<file path="config.mk">
export PLATFORM = sky130hd
export DESIGN_NAME = mod_det_seq
export DESIGN_NICKNAME = d
export VERILOG_FILES = /design/src/rtl/mod_det_seq.sv
export SDC_FILE = /design/constraint.sdc
export NUM_CORES = 1
export LEC_CHECK = 0
export CORE_ASPECT_RATIO = 1.25
export CORE_MARGIN = 8
export CORE_UTILIZATION = 40
export CTS_CLUSTER_SIZE = 16
export DETAILED_ROUTE_END_ITERATION = 10
export DONT_BUFFER_PORTS = 1
export GPL_ROUTABILITY_DRIVEN = 0
export GPL_TIMING_DRIVEN = 1
export HOLD_SLACK_MARGIN = 0.02
export PLACE_DENSITY = 0.63
export SLEW_MARGIN = 15
export SYNTH_ARGS = -nofsm -noshare
export SYNTH_HDL_FRONTEND = slang
export SYNTH_SLANG_ARGS = --single-unit
</file>
<file path="constraint.sdc">
create_clock -name clk -period 15.5 [get_ports clk]
set_input_delay 3.1 -clock clk [delete_from_list [all_inputs] [get_ports clk]]
set_output_delay 3.1 -clock clk [all_outputs]
set_load 0.03 [all_outputs]
</file>
<file path="src/rtl/mod_det_seq.sv">
// Sequential signed 2x2/3x3 determinant engine: one shared DATA_W x (2*DATA_W+1)
// multiplier iterated by a small FSM, start/busy/done handshake.
module mod_det_seq #(
    parameter int DATA_W = 8,
    parameter int FULL_W = 3*DATA_W+2
) (
    input  logic                  clk,
    input  logic                  reset,
    input  logic                  start,
    input  logic                  modo,
    input  logic [9*DATA_W-1:0]   matriz,
    output logic                  busy,
    output logic                  done,
    output logic [DATA_W-1:0]     resultado,
    output logic [FULL_W-1:0]     resultado_full,
    output logic                  overflow,
    output logic [1:0]            o_dbg_state
);

    localparam int MIN_W  = 2*DATA_W+1;
    localparam int PROD_W = 3*DATA_W+1;

    typedef enum logic [1:0] {S_IDLE, S_MINOR, S_COF, S_FIM} state_t;

    state_t                    r_state, w_state_nxt;
    logic [2:0]                r_step, w_step_nxt;
    logic                      w_accept, w_cof_last;
    logic [9*DATA_W-1:0]       r_mat;
    logic                      r_modo;
    logic signed [MIN_W-1:0]   r_m0, r_m1, r_m2;
    logic signed [MIN_W-1:0]   w_minor_cur, w_minor_nxt;
    logic signed [DATA_W-1:0]  w_el [0:8];
    logic signed [DATA_W-1:0]  w_mul_a;
    logic signed [MIN_W-1:0]   w_mul_b;
    logic signed [PROD_W-1:0]  w_prod;
    logic signed [FULL_W-1:0]  w_prod_ext, w_acc_nxt, r_acc;
    logic                      w_ovf;
    logic [DATA_W-1:0]         r_res;
    logic [FULL_W-1:0]         r_res_full;
    logic                      r_ovf;

    // Handshake: a request is taken on any rising edge where start=1 and busy=0
    // (IDLE or FIM); while busy=1 start is ignored, and done pulses for exactly
    // the one cycle in which the new results first appear on the outputs.
    always_ff @(posedge clk or posedge reset) begin
        if (reset) begin
            r_state <= S_IDLE;
            r_step  <= '0;
        end else begin
            r_state <= w_state_nxt;
            r_step  <= w_step_nxt;
        end
    end

    always_comb begin
        w_state_nxt = r_state;
        w_step_nxt  = r_step;
        w_accept    = 1'b0;
        w_cof_last  = 1'b0;
        busy        = 1'b0;
        done        = 1'b0;
        case (r_state)
            S_IDLE, S_FIM: begin
                done = (r_state == S_FIM);
                if (start) begin
                    w_accept    = 1'b1;
                    w_state_nxt = modo ? S_MINOR : S_COF;
                    w_step_nxt  = '0;
                end else begin
                    w_state_nxt = S_IDLE;
                end
            end
            S_MINOR: begin
                busy = 1'b1;
                if (r_step == 3'd5) begin
                    w_state_nxt = S_COF;
                    w_step_nxt  = '0;
                end else begin
                    w_step_nxt = r_step + 3'd1;
                end
            end
            S_COF: begin
                busy       = 1'b1;
                w_cof_last = r_modo ? (r_step == 3'd2) : (r_step == 3'd1);
                if (w_cof_last) begin
                    w_state_nxt = S_FIM;
                    w_step_nxt  = '0;
                end else begin
                    w_step_nxt = r_step + 3'd1;
                end
            end
            default: w_state_nxt = S_IDLE;
        endcase
    end

    always_comb begin
        for (int k = 0; k < 9; k++) begin
            w_el[k] = r_mat[k*DATA_W +: DATA_W];
        end
    end

    // Operand schedule: minors M0..M2 take two steps each, then the cofactor row.
    always_comb begin
        w_mul_a = '0;
        w_mul_b = '0;
        case (r_state)
            S_MINOR: begin
                case (r_step)
                    3'd0:    begin w_mul_a = w_el[4]; w_mul_b = MIN_W'(w_el[8]); end
                    3'd1:    begin w_mul_a = w_el[5]; w_mul_b = MIN_W'(w_el[7]); end
                    3'd2:    begin w_mul_a = w_el[3]; w_mul_b = MIN_W'(w_el[8]); end
                    3'd3:    begin w_mul_a = w_el[5]; w_mul_b = MIN_W'(w_el[6]); end
                    3'd4:    begin w_mul_a = w_el[3]; w_mul_b = MIN_W'(w_el[7]); end
                    default: begin w_mul_a = w_el[4]; w_mul_b = MIN_W'(w_el[6]); end
                endcase
            end
            S_COF: begin
                if (r_modo) begin
                    case (r_step)
                        3'd0:    begin w_mul_a = w_el[0]; w_mul_b = r_m0; end
                        3'd1:    begin w_mul_a = w_el[1]; w_mul_b = r_m1; end
                        default: begin w_mul_a = w_el[2]; w_mul_b = r_m2; end
                    endcase
                end else if (r_step == 3'd0) begin
                    w_mul_a = w_el[0];
                    w_mul_b = MIN_W'(w_el[4]);
                end else begin
                    w_mul_a = w_el[1];
                    w_mul_b = MIN_W'(w_el[3]);
                end
            end
            default: ;
        endcase
    end

    assign w_prod     = PROD_W'(w_mul_a) * PROD_W'(w_mul_b);
    assign w_prod_ext = FULL_W'(w_prod);

    always_comb begin
        case (r_step[2:1])
            2'd0:    w_minor_cur = r_m0;
            2'd1:    w_minor_cur = r_m1;
            default: w_minor_cur = r_m2;
        endcase
        w_minor_nxt = r_step[0] ? (w_minor_cur - w_prod[MIN_W-1:0]) : w_prod[MIN_W-1:0];
        case (r_step)
            3'd0:    w_acc_nxt = w_prod_ext;
            3'd1:    w_acc_nxt = r_acc - w_prod_ext;
            default: w_acc_nxt = r_acc + w_prod_ext;
        endcase
        // In range iff every bit from the DATA_W sign bit upward agrees.
        w_ovf = !((&w_acc_nxt[FULL_W-1:DATA_W-1]) || !(|w_acc_nxt[FULL_W-1:DATA_W-1]));
    end

    always_ff @(posedge clk or posedge reset) begin
        if (reset) begin
            r_mat      <= '0;
            r_modo     <= 1'b0;
            r_m0       <= '0;
            r_m1       <= '0;
            r_m2       <= '0;
            r_acc      <= '0;
            r_res      <= '0;
            r_res_full <= '0;
            r_ovf      <= 1'b0;
        end else begin
            if (w_accept) begin
                r_mat  <= matriz;
                r_modo <= modo;
            end
            if (r_state == S_MINOR) begin
                case (r_step[2:1])
                    2'd0:    r_m0 <= w_minor_nxt;
                    2'd1:    r_m1 <= w_minor_nxt;
                    default: r_m2 <= w_minor_nxt;
                endcase
            end
            // Results load on the edge into FIM so they are valid alongside done.
            if (r_state == S_COF) begin
                r_acc <= w_acc_nxt;
                if (w_cof_last) begin
                    r_res_full <= w_acc_nxt;
                    r_res      <= w_acc_nxt[DATA_W-1:0];
                    r_ovf      <= w_ovf;
                end
            end
        end
    end

    assign resultado      = r_res;
    assign resultado_full = r_res_full;
    assign overflow       = r_ovf;
    assign o_dbg_state    = r_state;

endmodule

</file>
**Yosys cells after proc, flatten, opt, wreduce, memory -nomap -nowiden**

Cells that the tools add are included.

- Equality and inequality tests: 12
- Bitwise gates (word level): 1
- Multiply operators: 1
- Multiplexer cells: 28
- Reductions and logical operators: 20
- $add $sub $neg: 4

Operator list:

| operator | number |
|---|---|
| one-hot mux 17 bit (2 select lines) | 4 |
| one-hot mux 26 bit (2 select lines) | 1 |
| 2-to-1 mux 17 bit | 3 |
| one-hot mux 8 bit (2 select lines) | 3 |
| adder 26 x 25 -> 26 bit | 1 |
| subtractor 26 x 25 -> 26 bit | 1 |
| multiplier 8 x 17 -> 25 bit | 1 |
| AND reduction 19 bit | 1 |
| OR reduction 19 bit | 1 |
| subtractor 17 bit | 1 |
| 2-to-1 mux 8 bit | 2 |
| OR reduction 2 bit | 7 |
| AND reduction 2 bit | 5 |
| 2-to-1 mux 3 bit | 3 |
| one-hot mux 3 bit (3 select lines) | 1 |
| 2-to-1 mux 2 bit | 4 |
| == test 3 x 2 -> 1 bit (second input constant) | 2 |
| == test 3 bit (second input constant) | 2 |
| 2-to-1 mux 1 bit | 6 |
| != test 2 bit (second input constant) | 3 |
| one-hot mux 2 bit (3 select lines) | 1 |
| == test 2 x 1 -> 1 bit (second input constant) | 2 |
| == test 2 bit (second input constant) | 2 |
| logical NOT 2 bit | 2 |
| 6 further kinds | 7 |

- Bits in registers: 190

**Longest topological paths before layout**

- Word-level depth: 11
- Mapped depth: 44
- Gate-level depth less buffers: 39

**Worst setup path after synthesis**

OpenSTA, ideal clock, no wires.

- Kind: reg-to-reg
- From: register r_step[0]
- To: register r_ovf (netlist: overflow)
- Slack: 4.804 ns
- Clock period less this slack: 10.696 ns
- Data arrival time: 10.609 ns
- Library setup time: 0.087 ns
- Cell stages (with the launch flop): 41
- Cell sequence: dfrtp_1 > inv_1 > clkbuf_1 > ha_1 > clkbuf_1 > nor2b_1 > clkbuf_1 > buf_1 > buf_1 > nand2_1 > a311oi_1 > a21oi_1 > or2_2 > or2_2 > fa_1 > fa_1 > inv_1 > fa_1 > [5 not listed] > a221oi_2 > xor2_2 > nand2_2 > or4b_4 > nand4b_4 > or3_2 > nor4_1 > a21oi_1 > xnor2_1 > ha_1 > a21o_1 > a41oi_1 > mux2_2 > and2_1 > a311oi_1 > nand4_2 > and4bb_1 > a211oi_2

- Cells in the longest elaborated chain, start to end: 11

RTL lines:

| item | RTL line | source |
|---|---|---|
| from (decl) | 26 | `logic [2:0] r_step, w_step_nxt;` |
| from (signal assigned) | 51 | `r_step <= w_step_nxt;` |
| == test 3 x 1 -> 1 bit (tied with other cells) | n/a |  |
| one-hot mux 8 bit (2 select lines) (tied with other cells) | 119 | `case (r_step)` |
| 2-to-1 mux 8 bit (tied with other cells) | 118 | `if (r_modo) begin` |
| one-hot mux 8 bit (2 select lines) / one-hot mux 17 bit (2 select lines) (equally long branches) | 106 | `case (r_state)` |
| multiplier 8 x 17 -> 25 bit | 136 | `assign w_prod = PROD_W'(w_mul_a) * PROD_W'(w_mul_b);` |
| adder 26 x 25 -> 26 bit / subtractor 26 x 25 -> 26 bit (equally long branches) | 149, 148 |  |
| one-hot mux 26 bit (2 select lines) | 146 | `case (r_step)` |
| OR reduction 19 bit | 152 | `w_ovf = !((&w_acc_nxt[FULL_W-1:DATA_W-1]) \|\| !(\|w_acc_nxt[FULL_W-1:DATA_W-1]));` |
| logical NOT 1 bit | 152 |  |
| logical OR 1 bit | 152 |  |
| logical NOT 1 bit | 152 |  |
| to (signal assigned) | 184 | `r_ovf <= w_ovf;` |
| to (decl) | 40 | `logic r_ovf;` |

Several ways; a longest one is shown, not always the timed one.
A chain may end at the register's enable or synchronous reset.

**Worst setup path after layout**

Ends and elaborated chain as after synthesis.

==> results_dict.tcl <==
set metrics [dict create \
    min_path_type "reg -> reg" \
    drt-total-wl_um 47300 \
    vias 13600 \
    synth_xor_area_share_pct 3.49 \
    io_pins 115 \
    postSynthCellCount 1900 \
    viasPerCell 5.66 \
    htree_levels 4 \
    dp_hpwl_um 37100 \
    crit_fanout 25 \
    outcome "complete, no violations" \
    synth_seq_cells 182 \
    fin_crit_sh_pct 79.6 \
    async_flop_share_pct 100 \
    ant_nets 0 \
    synth_edf_count 0 \
    cts_root_buf "clkbuf_16" \
    stdcell_area_um2 17500 \
    setup_viol 0 \
    rsz0062_at_grt "false" \
    synth_top_family_by_area "adder cells" \
    place_area_um2 16900 \
    wl_met2_um 22200 \
    critPathMaxStageDelay_ns 0.77 \
    synth_compound_area_share_pct 17.6 \
    worstPathRequired_ns 15.89 \
    synth-simple-area-share_pct 16.4 \
    cts_setup_buffers 0 \
    dr.max_layer_used "met5" \
    startpoint_type "register" \
    wl_met3_um 3050 \
    cts_buffer_depth 2 \
    cap_violations 0 \
    antenna_found_initial 4 \
    ys_top_cells_by_area "dfrtp_1, fa_1, ha_1" \
    finalMaxSlewViolations 0 \
    timing.final.hold_violations 0 \
    tns_ns 0 \
    syn_nets 2184 \
    syn2layout_area_growth_pct 6.20 \
    finClkSkew_ns 0.0261 \
    yosysSeqAreaShare_pct 27.6 \
    grt-ovfl-total 0 \
    drc 0 \
    cp.arrival_ns 12.73 \
    placed_cells 2374 \
    crit_type "reg -> reg" \
    drtPass1Iterations 5 \
    grt_pass1_wl_um 75500 \
    synth.avg_cell_area_um2 8.69 \
    syn-cell-area_um2 16500 \
    yosys_warnings 0 \
    start_util_pct 40.3 \
    synthAdderAreaFrac_pct 20.9 \
    synthMuxAreaShare_pct 7.19 \
    fin_crit_ns 12.35 \
    insertion_delay_ns 0.47 \
    drtIter0Drc 1077 \
    drive_gt1_share_pct 9.60 \
    fmax_mhz 81.0 \
    routedWlPerCell_um 19.6 \
    port_buffers 0 \
    synthFlopType "dfrtp_1" \
    rows 83 \
    core_um2 40900 \
    yosys.area.top_type "dfrtp_1" \
    end_kind "register" \
    grt_max_degree 105 \
    stdcell_count 2407 \
    cts-buffers-inserted 17 \
    synth.distinct_cells 81 \
    clk_pin_slew_ns 0.09 \
    maxSlewHeadroom_pct 20.8 \
    clkSinkCount 182 \
    grt_usage_pct 19.8 \
    crit_path_top_delay_cell "a2111oi_0" \
    grt_pass1_vias 13500 \
    hold_buffers 0 \
    final_nets 2125 \
    cts_tree "built" \
    post_cts_resized 0 \
    synth_top_area_share_pct 27.6 \
    die_y_um 243 \
    fp.dieW_um 198 \
    die_area_um2 48100 \
    worst_slew_pin_slew_ns 1.19 \
    m1WireLength_um 20200 \
]
==> layer usage <==
| layer | global-route usage [%] | vias up |
|---|---|---|
| met5 | 0 | - |
| li1 | - | 6377 |
| met2 | 32.2 | 428 |
| met1 | 25.1 | 6714 |
| met4 | 8.34 | 4 |
| met3 | 4.26 | 106 |
==> path summary, 6_finish.rpt <==
check,from,to,slack (ns),depth (start not counted)
max,r_step[0],overflow,3.16,35
min,r_acc[2],r_acc[2],0.51,2
max reg2reg,r_step[0],overflow,3.16,35
min reg2reg,r_acc[2],r_acc[2],0.51,2
max in group asynchronous,reset,r_mat[59],11.36,2
min in group asynchronous,reset,r_m1[4],2.60,1
==> flip-flops by register name, summed over array words and instances, names as in the netlist <==
signal	flops
r_mat	72
resultado_full	19
r_m0	17
r_m1	17
r_modo	1
overflow	1
r_m2	17
r_step	3
resultado	7
o_dbg_state	2
r_acc	26
==> cells by family (layout without fill, tap and decap cells) <==
family	after synthesis	after routing
muxes	108	108
adders and majority gates	208	208
AOI/OAI and AO/OA	459	459
and+or+nand+nor	596	596
buffers and inverters	282	236
DFF	182	182
other	0	1
xor gates and xnor gates	65	65
==> synthesized netlist by cell type (6+ instances only) <==
cell / number
o21ai_0: 124
inv_1: 187
a311oi_1: 7
buf_4: 9
a21boi_0: 6
o31ai_1: 9
a221o_1: 11
and3_1: 11
nand4_1: 7
nor2_1: 216
clkbuf_1: 70
a21o_1: 26
or2_2: 24
a211oi_1: 11
nand3_1: 23
a31oi_1: 16
and2_1: 14
mux2i_1: 24
o21a_1: 13
nor2b_1: 12
xor2_1: 22
mux2_2: 84
xnor2_1: 42
fa_1: 112
a22oi_1: 30
nor3_1: 29
o211ai_1: 8
buf_1: 8
a21oi_1: 137
dfrtp_1: 182
nand2_1: 202
or3_1: 16
nor4_1: 7
ha_1: 96
==> worst max-delay path, delay by kind of cell (launching register included) <==
family,cells,cell delay (ns)
xor+xnor,2,0.87
simple gates,11,3.37
compound gates,11,3.15
flops,1,0.69
fa+ha+maj,7,3.33
buf+inv,4,0.82
==> metrics by stage <==
step	utilization (%)	worst slack, ns	hold slack, ns
5_1_grt	42.8	2.37	0.518
3_3_place_gp	41.3	3.61	0.479
4_1_cts	42.8	3.25	0.508
2_1_floorplan	-	4.80	0.459
6_report	42.8	3.16	0.507
3_5_place_dp	41.3	3.23	0.487
==> final cells by class <==
cell class | instances | area, um^2
Antenna cell | 1 | 2.50
Clock buffer | 19 | 453
Clock inverter | 13 | 168
Fill cell | 4111 | 23400
Inverter | 188 | 713
Multi-Input combinational cell | 1436 | 10800
Sequential cell | 182 | 4550
Tap cell | 552 | 691
Timing Repair Buffer | 16 | 120
==> cell usage in the layout (no fill, tap or decap), drive strengths merged, types with 12 or more instances in the layout <==
master / n
nor2: 216
nand2: 203
inv: 191
dfrtp: 182
a21oi: 137
o21ai: 128
fa: 112
ha: 96
mux2: 84
xnor2: 42
a22oi: 30
nor3: 29
a21o: 26
or2: 25
mux2i: 24
nand3: 23
xor2: 23
clkbuf: 19
or3: 17
a31oi: 16
buf: 16
and2: 15
o21a: 13
a211oi: 13
and3: 12
nor2b: 12
Power is left out: the tool's default activity adds up to more than one toggle a clock period on the data nets, which glitch-free logic cannot reach.
